**src/rtl/comporta_pkg.sv**
```systemverilog
// rtl/comporta_pkg.sv - shared state encodings for the floodgate control unit
//
// Purpose: state codes of the comporta_uc_param FSM. The state register value
// is the dbEstado debug code, so the 7-segment decoder can reuse the same
// constants. Codes 10..15 are never produced by a legal state.
package comporta_pkg;

   localparam int ST_W = 4;

   typedef logic [ST_W-1:0] estado_t;

   localparam estado_t ST_INICIAL      = 4'd0;
   localparam estado_t ST_PREPARA      = 4'd1;
   localparam estado_t ST_ABRE_PASSO   = 4'd2;
   localparam estado_t ST_ESPERA_ABRE  = 4'd3;
   localparam estado_t ST_ABERTA       = 4'd4;
   localparam estado_t ST_FECHA_PASSO  = 4'd5;
   localparam estado_t ST_ESPERA_FECHA = 4'd6;
   localparam estado_t ST_EMERG_PASSO  = 4'd7;
   localparam estado_t ST_ESPERA_EMERG = 4'd8;
   localparam estado_t ST_TRAVADA      = 4'd9;

   // Any step or wait state: the gate is in motion.
   function automatic logic em_movimento(input estado_t s);
      return (s inside {ST_ABRE_PASSO, ST_ESPERA_ABRE, ST_FECHA_PASSO,
                        ST_ESPERA_FECHA, ST_EMERG_PASSO, ST_ESPERA_EMERG});
   endfunction

   // Emergency closing or latched after an emergency.
   function automatic logic em_alarme(input estado_t s);
      return (s inside {ST_EMERG_PASSO, ST_ESPERA_EMERG, ST_TRAVADA});
   endfunction

endpackage

```
**src/rtl/comporta_timer.sv**
```systemverilog
// rtl/comporta_timer.sv - step-interval up-counter with normal and fast terminal counts
//
// Purpose: counts wait cycles inside one gate step.
// Ports:
//   clock            in   system clock, rising edge
//   reset            in   asynchronous active-low reset
//   clr_i            in   synchronous clear (has priority over en_i)
//   en_i             in   increment by one this cycle
//   fim_intervalo_o  out  count == INTERVAL-1
//   fim_rapido_o     out  count == FAST_INTERVAL-1
module comporta_timer #(
   parameter int unsigned INTERVAL      = 50000000,
   parameter int unsigned FAST_INTERVAL = 12500000,
   parameter int unsigned INT_W         = 26
) (
   input  logic clock,
   input  logic reset,
   input  logic clr_i,
   input  logic en_i,
   output logic fim_intervalo_o,
   output logic fim_rapido_o
);

   logic [INT_W-1:0] timer_q;
   logic [INT_W-1:0] timer_d;

   always_comb begin
      timer_d = timer_q;
      if (clr_i) begin
         timer_d = '0;
      end else if (en_i) begin
         timer_d = timer_q + INT_W'(1);
      end
   end

   always_ff @(posedge clock or negedge reset) begin
      if (!reset) begin
         timer_q <= '0;
      end else begin
         timer_q <= timer_d;
      end
   end

   assign fim_intervalo_o = (timer_q == INT_W'(INTERVAL - 1));
   assign fim_rapido_o    = (timer_q == INT_W'(FAST_INTERVAL - 1));

endmodule

```
**src/rtl/comporta_uc_param.sv**
```systemverilog
// rtl/comporta_uc_param.sv - parametrised floodgate control unit with emergency close
//
// Purpose: open/hold/close cycle with reversal, plus a latched emergency close
// at a faster step rate. Owns the position register and FSM; the step timer
// lives in comporta_timer.
// Ports:
//   clock          in   system clock, rising edge
//   reset          in   asynchronous active-low reset
//   abrirComporta  in   level, high requests the gate open
//   emergencia     in   level, high forces an emergency close
//   posicao        out  current gate position (0 = closed)
//   aberta         out  state is ABERTA
//   fechada        out  posicao == 0
//   movendo        out  any step or wait state
//   alarme         out  emergency step/wait or TRAVADA
//   dbEstado       out  state code for the debug display
module comporta_uc_param
   import comporta_pkg::*;
#(
   parameter int unsigned N_POS         = 4,
   parameter int unsigned POS_W         = 2,
   parameter int unsigned INTERVAL      = 50000000,
   parameter int unsigned FAST_INTERVAL = 12500000,
   parameter int unsigned INT_W         = 26
) (
   input  logic             clock,
   input  logic             reset,
   input  logic             abrirComporta,
   input  logic             emergencia,
   output logic [POS_W-1:0] posicao,
   output logic             aberta,
   output logic             fechada,
   output logic             movendo,
   output logic             alarme,
   output logic [3:0]       dbEstado
);

   localparam logic [POS_W-1:0] POS_MAX = POS_W'(N_POS - 1);

   estado_t          estado_q;
   estado_t          estado_d;
   logic [POS_W-1:0] posicao_q;
   logic [POS_W-1:0] posicao_d;

   logic timer_clr;
   logic timer_en;
   logic fim_intervalo;
   logic fim_rapido;

   // Every step state restarts the wait so each step has a fixed length.
   assign timer_clr = (estado_q inside {ST_PREPARA, ST_ABRE_PASSO,
                                        ST_FECHA_PASSO, ST_EMERG_PASSO});
   assign timer_en  = (estado_q inside {ST_ESPERA_ABRE, ST_ESPERA_FECHA,
                                        ST_ESPERA_EMERG});

   comporta_timer #(
      .INTERVAL      (INTERVAL),
      .FAST_INTERVAL (FAST_INTERVAL),
      .INT_W         (INT_W)
   ) u_timer (
      .clock           (clock),
      .reset           (reset),
      .clr_i           (timer_clr),
      .en_i            (timer_en),
      .fim_intervalo_o (fim_intervalo),
      .fim_rapido_o    (fim_rapido)
   );

   always_comb begin
      estado_d  = estado_q;
      posicao_d = posicao_q;
      case (estado_q)
         ST_INICIAL: begin
            if (emergencia) begin
               estado_d = ST_TRAVADA;
            end else if (abrirComporta) begin
               estado_d = ST_PREPARA;
            end
         end
         ST_PREPARA: begin
            estado_d = ST_ABRE_PASSO;
         end
         ST_ABRE_PASSO: begin
            estado_d = ST_ESPERA_ABRE;
            // The FSM never opens past the top, but keep the register bounded.
            if (posicao_q != POS_MAX) begin
               posicao_d = posicao_q + POS_W'(1);
            end
         end
         ST_ESPERA_ABRE: begin
            if (emergencia) begin
               estado_d = ST_EMERG_PASSO;
            end else if (fim_intervalo) begin
               if (posicao_q == POS_MAX) begin
                  estado_d = ST_ABERTA;
               end else if (!abrirComporta) begin
                  estado_d = ST_FECHA_PASSO;
               end else begin
                  estado_d = ST_ABRE_PASSO;
               end
            end
         end
         ST_ABERTA: begin
            if (emergencia) begin
               estado_d = ST_EMERG_PASSO;
            end else if (!abrirComporta) begin
               estado_d = ST_FECHA_PASSO;
            end
         end
         ST_FECHA_PASSO: begin
            estado_d = ST_ESPERA_FECHA;
            if (posicao_q != '0) begin
               posicao_d = posicao_q - POS_W'(1);
            end
         end
         ST_ESPERA_FECHA: begin
            if (emergencia) begin
               estado_d = ST_EMERG_PASSO;
            end else if (fim_intervalo) begin
               if (posicao_q == '0) begin
                  estado_d = ST_INICIAL;
               end else if (abrirComporta) begin
                  estado_d = ST_ABRE_PASSO;
               end else begin
                  estado_d = ST_FECHA_PASSO;
               end
            end
         end
         ST_EMERG_PASSO: begin
            estado_d = ST_ESPERA_EMERG;
            // Emergency can start from position 0 (e.g. mid close), so saturate.
            if (posicao_q != '0) begin
               posicao_d = posicao_q - POS_W'(1);
            end
         end
         ST_ESPERA_EMERG: begin
            if (fim_rapido) begin
               estado_d = (posicao_q == '0) ? ST_TRAVADA : ST_EMERG_PASSO;
            end
         end
         ST_TRAVADA: begin
            // Operator must drop the open request too, so the gate does not
            // reopen straight after the emergency is cleared.
            if (!emergencia && !abrirComporta) begin
               estado_d = ST_INICIAL;
            end
         end
         default: begin
            estado_d = ST_INICIAL;
         end
      endcase
   end

   always_ff @(posedge clock or negedge reset) begin
      if (!reset) begin
         estado_q  <= ST_INICIAL;
         posicao_q <= '0;
      end else begin
         estado_q  <= estado_d;
         posicao_q <= posicao_d;
      end
   end

   assign posicao  = posicao_q;
   assign aberta   = (estado_q == ST_ABERTA);
   assign fechada  = (posicao_q == '0);
   assign movendo  = em_movimento(estado_q);
   assign alarme   = em_alarme(estado_q);
   assign dbEstado = estado_q;

endmodule

```
**config.mk**
```make
export PLATFORM = sky130hd
export DESIGN_NAME = comporta_uc_param
export DESIGN_NICKNAME = d
export VERILOG_FILES = /design/src/rtl/comporta_pkg.sv /design/src/rtl/comporta_timer.sv /design/src/rtl/comporta_uc_param.sv
export SDC_FILE = /design/constraint.sdc
export NUM_CORES = 1
export LEC_CHECK = 0
export ABC_AREA = 1
export BUFFER_PORTS_ARGS = -buffer_cell sky130_fd_sc_hd__buf_4
export CORE_MARGIN = 2
export CORE_UTILIZATION = 30
export DETAILED_ROUTE_END_ITERATION = 8
export GPL_TIMING_DRIVEN = 0
export PLACE_DENSITY = 0.47
export SLEW_MARGIN = 10
export SYNTH_ARGS = -nofsm -noshare
export SYNTH_HDL_FRONTEND = slang
export SYNTH_SLANG_ARGS = --single-unit
export TNS_END_PERCENT = 50
```
**constraint.sdc**
```tcl
create_clock -name clock -period 3.2 [get_ports clock]
set_clock_uncertainty 0.05 [all_clocks]
set_input_delay 0.64 -clock clock [delete_from_list [all_inputs] [get_ports clock]]
set_output_delay 0.64 -clock clock [all_outputs]
set_load 0.005 [all_outputs]
```
==> results of run 1 <==
## logic make-up (layout without fill, tap and decap cells)
logic type / Yosys count / count (layout) / synth area share (%)
and+or+nand+nor: 215 / 215 / 41.71
AOI/OAI and AO/OA: 52 / 52 / 12.27
buffers and inverters: 51 / 72 / 9.724
DFF: 32 / 32 / 35.36
adders and majority gates: 1 / 1 / 0.5524
xor gates and xnor gates: 1 / 1 / 0.3868
## synth_stat cells
library cell	number	area (µm²)
nand3b_1	1	7.510
inv_1	41	153.9
nor2_1	59	221.5
o21ai_1	12	60.06
a21oi_1	21	105.1
o22ai_1	1	6.260
nand4_1	14	87.58
o31ai_1	1	7.510
inv_2	5	18.77
xor2_1	1	8.760
nor2_2	4	25.02
buf_6	2	22.52
nand2_2	3	18.77
dfrtp_1	32	800.8
o21ai_0	12	60.06
buf_8	1	15.01
o211ai_1	3	22.52
nand2_4	2	22.52
nand2_1	102	382.9
a21boi_0	1	7.510
nand3_2	2	20.02
buf_2	2	10.01
nor2_4	3	33.78
a21oi_2	1	8.760
ha_1	1	12.51
nand3_1	24	120.1
nor3_1	1	5.000
## flip-flops by register name, indices dropped and copies added (netlist names)
| register | count |
|---|---|
| u_timer.timer_q | 26 |
| dbEstado | 4 |
| posicao | 2 |
## final cells by class
cell class	count	area share (%)
clock buffers	7	3.688
inverters	46	6.609
plain buffers	5	1.820
multi-input cells	269	47.61
flip-flops and latches	32	30.65
repair buffers	13	3.736
well taps	99	4.741
clock inverters	1	1.149
## metrics by stage
step	instance area (µm²)	util, %	setup WS [ps]	total power, µW
after global routing	2613	35.83	882.2	2073
after detailed placement	2486	34.09	1303	1496
final	2613	35.83	972.6	1923
after floorplan	2265	-	1592	1172
after global placement	2486	34.09	1294	1499
after CTS	2613	35.83	972.6	1938
## where the power goes
| part | internal [µW] | leakage (µW) | switching [µW] |
|---|---|---|---|
| Clock | 275 | 0.0000645 | 166 |
| Sequential | 456 | 0.000434 | 75.5 |
| Combinational | 341 | 0.000715 | 609 |
| Total | 1070 | 0.00121 | 851 |
## how the worst max path moves through the flow
stage | endpoint | slack [ps] | cells after the start
4_1_cts | movendo | 970 | 6
6_report | movendo | 970 | 6
3_3_place_gp | movendo | 1290 | 6
2_1_floorplan | movendo | 1590 | 5
3_5_place_dp | movendo | 1300 | 6
5_1_grt | movendo | 880 | 6
## critical path, cell delays in order, from the launching register on
cell and delay [ps]:
dfrtp_1 490, inv_2 130, nand2_1 70, nor2_1 230
inv_2 80, o211ai_1 100, buf_4 140
## per-layer routing
layer / vias up / share of wire [%] / wire [µm] / track usage, %
li1: 1171 / - / - / -
met1: 1025 / 48 / 3022 / 21.30
met2: 38 / 46 / 2869 / 26.31
met3: 9 / 4.6 / 286 / 2.671
met4: 0 / 1.4 / 86 / 4.545
met5: - / 0 / 0 / 0
==> metrics, run 1 <==
commonest non-fill, non-tap cell in the layout nand2_1; H-tree depth 2; WL final 6.264 mm; floorplan row count 31; Overflow after GRT 0; CP Data Arrival Time 1540 ps; Post-Synthesis Cells 352; first-pass GRT wire length 10.43 mm; CTS tree built; CP Max Fanout 5; GRT Overall Usage 15.88%; R2R setup slack 1340 ps; final hold vios 0; RSZ-0062 raised after global routing no; VDD IR max 0.4219 mV; DR vias/cell 4.752; nets 377; status complete, no violations; clk root buf clkbuf_8; number of global-route vias before repair 2130; register bit total from synthesis 32; Die Width 90.89 µm; DR WL/cell 13.27 µm; die area 8260 µm²; Leak 0.001213 µW; PortBufs 13; area of the multi-input gates 1244 µm²; max-cap violations 0; Reg2Reg Capture Point dbEstado[2]$_DFFE_PN0P_; clock sink count 32; Mapped Area 2265 µm²; Layout area overhead 15.36%; total power divided by cell area 736.0 nW/µm²; Filler cells 849; I/O pin cnt 14; hold crit path type primary input to async pin; PostCTS Resize Cnt 0; Crit Path Class flip-flop to primary output; Final TNS setup 0 ps; DP Cell Count 464; clock buffer count from CTS 5; core area 7292 µm²; Tcrit/Tclk final 69.61%; Initial DRC Count 122; Clk pin slew, worst setup/hold paths 80 ps; Register-to-Register Path Depth 10; largest net degree at the start of global routing 33; Hold Buf Count CTS 0; sequential-to-total area share from yosys stat 35.36%; height of the die 90.89 µm; min cycle time layout 2227 ps; postcts setup bufs 0; # setup viols final 0; most frequent cells in the layout nand2_1 (102), nor2_1 (59), inv_1 (41); # diodes 0; Max-slew headroom 71.21%; DRC 0; worst slew pin tran 431.8 ps; GPL Wtd Cong 0.8602; Final ANT Viol Nets 0; initial antenna violation count 0; Pre-antenna DRT Iters 4; Synth cell types 27; Syn Area/Cell 6.434 µm²; Starting Density 31.06%; net count after synthesis 357; vias 2243; YS warnings 0; FF+latch area 800.8 µm²; Worst setup EP type primary output; Slew Viols, Final 0; dpl hpwl 4.801 mm; Worst Setup SP dbEstado[3]$_DFFE_PN0P_; reg2reg start u_timer.timer_q[0]$_DFFE_PN0P_; Non-Filler Instances 472; data required time at the worst endpoint 2510 ps; Hold WS 229.5 ps; CTS max path bufs 2; share of post-route cells with drive strength above 1 12.33%; fmax 448.9 MHz; Worst-Skew Late Latency 300 ps; crit start category flip-flop
No activity file was read; power rests on OpenSTA's default activity.
==> run 2: changes to the inputs <==
--- a/config.mk
+++ b/config.mk
@@ -11,7 +11,7 @@
 export CORE_UTILIZATION = 30
 export DETAILED_ROUTE_END_ITERATION = 8
 export GPL_TIMING_DRIVEN = 0
-export PLACE_DENSITY = 0.47
+export PLACE_DENSITY = 0.49
 export SLEW_MARGIN = 10
 export SYNTH_ARGS = -nofsm -noshare
 export SYNTH_HDL_FRONTEND = slang
==> constraint.sdc (replaced) <==
create_clock -name clock -period 1.9 [get_ports clock]
set_clock_uncertainty 0.05 [all_clocks]
set_input_delay 0.38 -clock clock [delete_from_list [all_inputs] [get_ports clock]]
set_output_delay 0.38 -clock clock [all_outputs]
set_load 0.005 [all_outputs]
==> run 2 against run 1 <==
Compared with the run above: via count up 0.98%; first-iteration DRC count down 17%; largest cell class unchanged; global-route usage down 0.11 points; non-clock buffer count up 3; critical path depth unchanged; sequential share of layout area about the same; hold slack better by 190 ps; clock-buffer cell count up 1; design area up 0.33%; highest routed layer unchanged; core utilization up 0.12 points; total power up 59%; worst setup slack worse by 880 ps.
==> metrics, run 2 (same netlist as run 1, synthesis figures left out) <==
status complete, no violations (unchanged); H-tree depth 2 (unchanged); Starting Density 31.06% (unchanged); clock sink count 32 (unchanged); DR WL/cell 13.04 µm (was 13.27 µm); clock buffer count from CTS 5 (unchanged); Worst setup EP type primary output (unchanged); WL final 6.194 mm (was 6.264 mm); vias 2265 (was 2243); worst slew pin tran 435.1 ps (was 431.8 ps); min-delay src emergencia; CP Data Arrival Time 1380 ps (was 1540 ps); reg2reg start u_timer.timer_q[0]$_DFFE_PN0P_ (unchanged); Slew Viols, Final 0 (unchanged); post-place setup slack 93.74 ps (was 1303 ps); floorplan row count 31 (unchanged); CP Cell Sequence inv_2 -> nand2_1 -> nor2_2 -> inv_2 -> o211ai_1 -> buf_4 (was inv_2 -> nand2_1 -> nor2_1 -> inv_2 -> o211ai_1 -> buf_4); data required time at the worst endpoint 1470 ps (was 2510 ps); area post-placement 2486 µm² (unchanged); Tcrit/Tclk final 95.08%; Design Area, Final 2621 µm² (was 2613 µm²); Final ANT Viol Nets 0 (unchanged); CP max stage cell dfrtp_2 (was dfrtp_1); nets 380 (was 377); # diodes 0 (unchanged); Clk pin slew, worst setup/hold paths 60 ps (was 80 ps); number of global-route vias before repair 2109 (was 2130); Leak 0.001206 µW (was 0.001213 µW); switching portion of total power 45.99% (was 44.26%); share of post-route cells with drive strength above 1 14.10% (was 12.33%); # setup viols final 0 (unchanged); DRC 0 (unchanged); CTS max path bufs 2 (unchanged); CP Max Fanout 5 (unchanged); initial antenna violation count 0 (unchanged); R2R setup slack 190 ps (was 1340 ps); crit start category flip-flop (unchanged); Pint 1651 µW (was 1072 µW); Clk pwr share 18.2% (was 22.9%); Pre-antenna DRT Iters 4 (unchanged); final hold vios 0 (unchanged); Pwr Total 3056 µW (was 1923 µW); Final TNS setup 0 ps (unchanged); hold crit path type primary input to flip-flop (was primary input to async pin); Overflow after GRT 0 (unchanged); fmax 553.5 MHz; Layout area overhead 15.75% (was 15.36%); part of the power in registers 29.4% (was 27.7%); CTS tree built (unchanged); Worst Setup SP dbEstado[3]$_DFFE_PN0P_ (unchanged); Reg with most FFs u_timer.timer_q (unchanged); max incr delay on CP 450 ps (was 490 ps); height of the die 90.89 µm (unchanged); Comb pwr share 52.4% (was 49.4%); most frequent cells in the layout nand2_1 (100), nor2_1 (57), inv_1 (41) (was nand2_1 (102), nor2_1 (59), inv_1 (41)); RSZ-0062 raised after global routing yes (was no); largest net degree at the start of global routing 33 (unchanged); VDD IR max 0.6117 mV (was 0.4219 mV); most frequent CP cell inv_2 (unchanged); clk root buf clkbuf_8 (unchanged); GPL Wtd Cong 0.8840 (was 0.8602); max-cap violations 0 (unchanged); number of flip-flops in the largest register 26 (unchanged); first-pass GRT wire length 10.30 mm (was 10.43 mm); Hold WS 419.1 ps (was 229.5 ps); die area 8260 µm² (unchanged); total power divided by cell area 1166 nW/µm² (was 736.0 nW/µm²); Crit Path Class flip-flop to primary output (unchanged); switching pwr 1406 µW (was 851.1 µW); DR vias/cell 4.768 (was 4.752); Final WS setup 93.46 ps (was 972.6 ps); Initial DRC Count 101 (was 122); I/O pin cnt 14 (unchanged); dpl hpwl 4.714 mm (was 4.801 mm); Worst-Skew Late Latency 290 ps (was 300 ps); Die Width 90.89 µm (unchanged); Max-slew headroom 70.99% (was 71.21%); min cycle time layout 1807 ps; core area 7292 µm² (unchanged); commonest non-fill, non-tap cell in the layout nand2_1 (unchanged); PortBufs 13 (unchanged); GRT Overall Usage 15.76% (was 15.88%)
-- run 2: final cells by class --
type | instances | area [µm²]
well taps | 99 | 123.9
flip-flops and latches | 32 | 803.3
inverters | 46 | 172.7
plain buffers | 5 | 47.55
fillers | 839 | 4671
repair buffers | 16 | 122.6
clock buffers | 8 | 90.09
multi-input cells | 269 | 1261
-- run 2: what timing repair did --
| item | in CTS | in global routing |
|---|---|---|
| endpoints found under the hold margin | 8 | 0 |
| setup endpoints to repair | 1 | 6 |
| buffers inserted | 0 | 2 |
| hold buffers | 1 | 0 |
| gates resized for setup | 2 | 6 |
| pin swaps | 0 | 1 |
-- run 2: metal layers --
| layer | part of all wire (%) | wire length (µm) | GRT usage, % | vias up |
|---|---|---|---|---|
| li1 | - | - | - | 1175 |
| met1 | 50 | 3116 | 21.28 | 1043 |
| met2 | 45 | 2770 | 25.56 | 39 |
| met3 | 3.3 | 203 | 2.755 | 8 |
| met4 | 1.7 | 104 | 5.177 | 0 |
| met5 | 0 | 0 | 0 | - |
-- run 2: through the flow --
step	cells	utilization, %
after CTS	473	35.52
after floorplan	352	-
after global routing	475	35.95
after global placement	464	34.09
final	475	35.95
after detailed placement	464	34.09
-- run 2: critical path: cells and delay by family, from the launching register on --
family | cells | cell delay, ps
buffers and inverters | 3 | 310
DFF | 1 | 450
AOI/OAI and AO/OA | 1 | 100
and+or+nand+nor | 2 | 230
-- run 2: path summary, 6_finish.rpt --
check	to	cells after the start
worst max-delay path	movendo	6
worst min-delay path	dbEstado[1]$_DFFE_PN0P_	4
worst max register to register	u_timer.timer_q[20]$_DFFE_PN0P_	8
worst min register to register	u_timer.timer_q[0]$_DFFE_PN0P_	1
max in group asynchronous	dbEstado[3]$_DFFE_PN0P_	2
min in group asynchronous	u_timer.timer_q[17]$_DFFE_PN0P_	2
-- run 2: power by group through the flow --
| stage | combinational, µW | clock [µW] | sequential (µW) |
|---|---|---|---|
| 2_1_floorplan | 1090 | 0 | 882 |
| 6_report | 1600 | 555 | 899 |
| 4_1_cts | 1610 | 572 | 895 |
| 3_5_place_dp | 1600 | 0 | 902 |
| 3_3_place_gp | 1610 | 0 | 908 |
| 5_1_grt | 1800 | 604 | 919 |
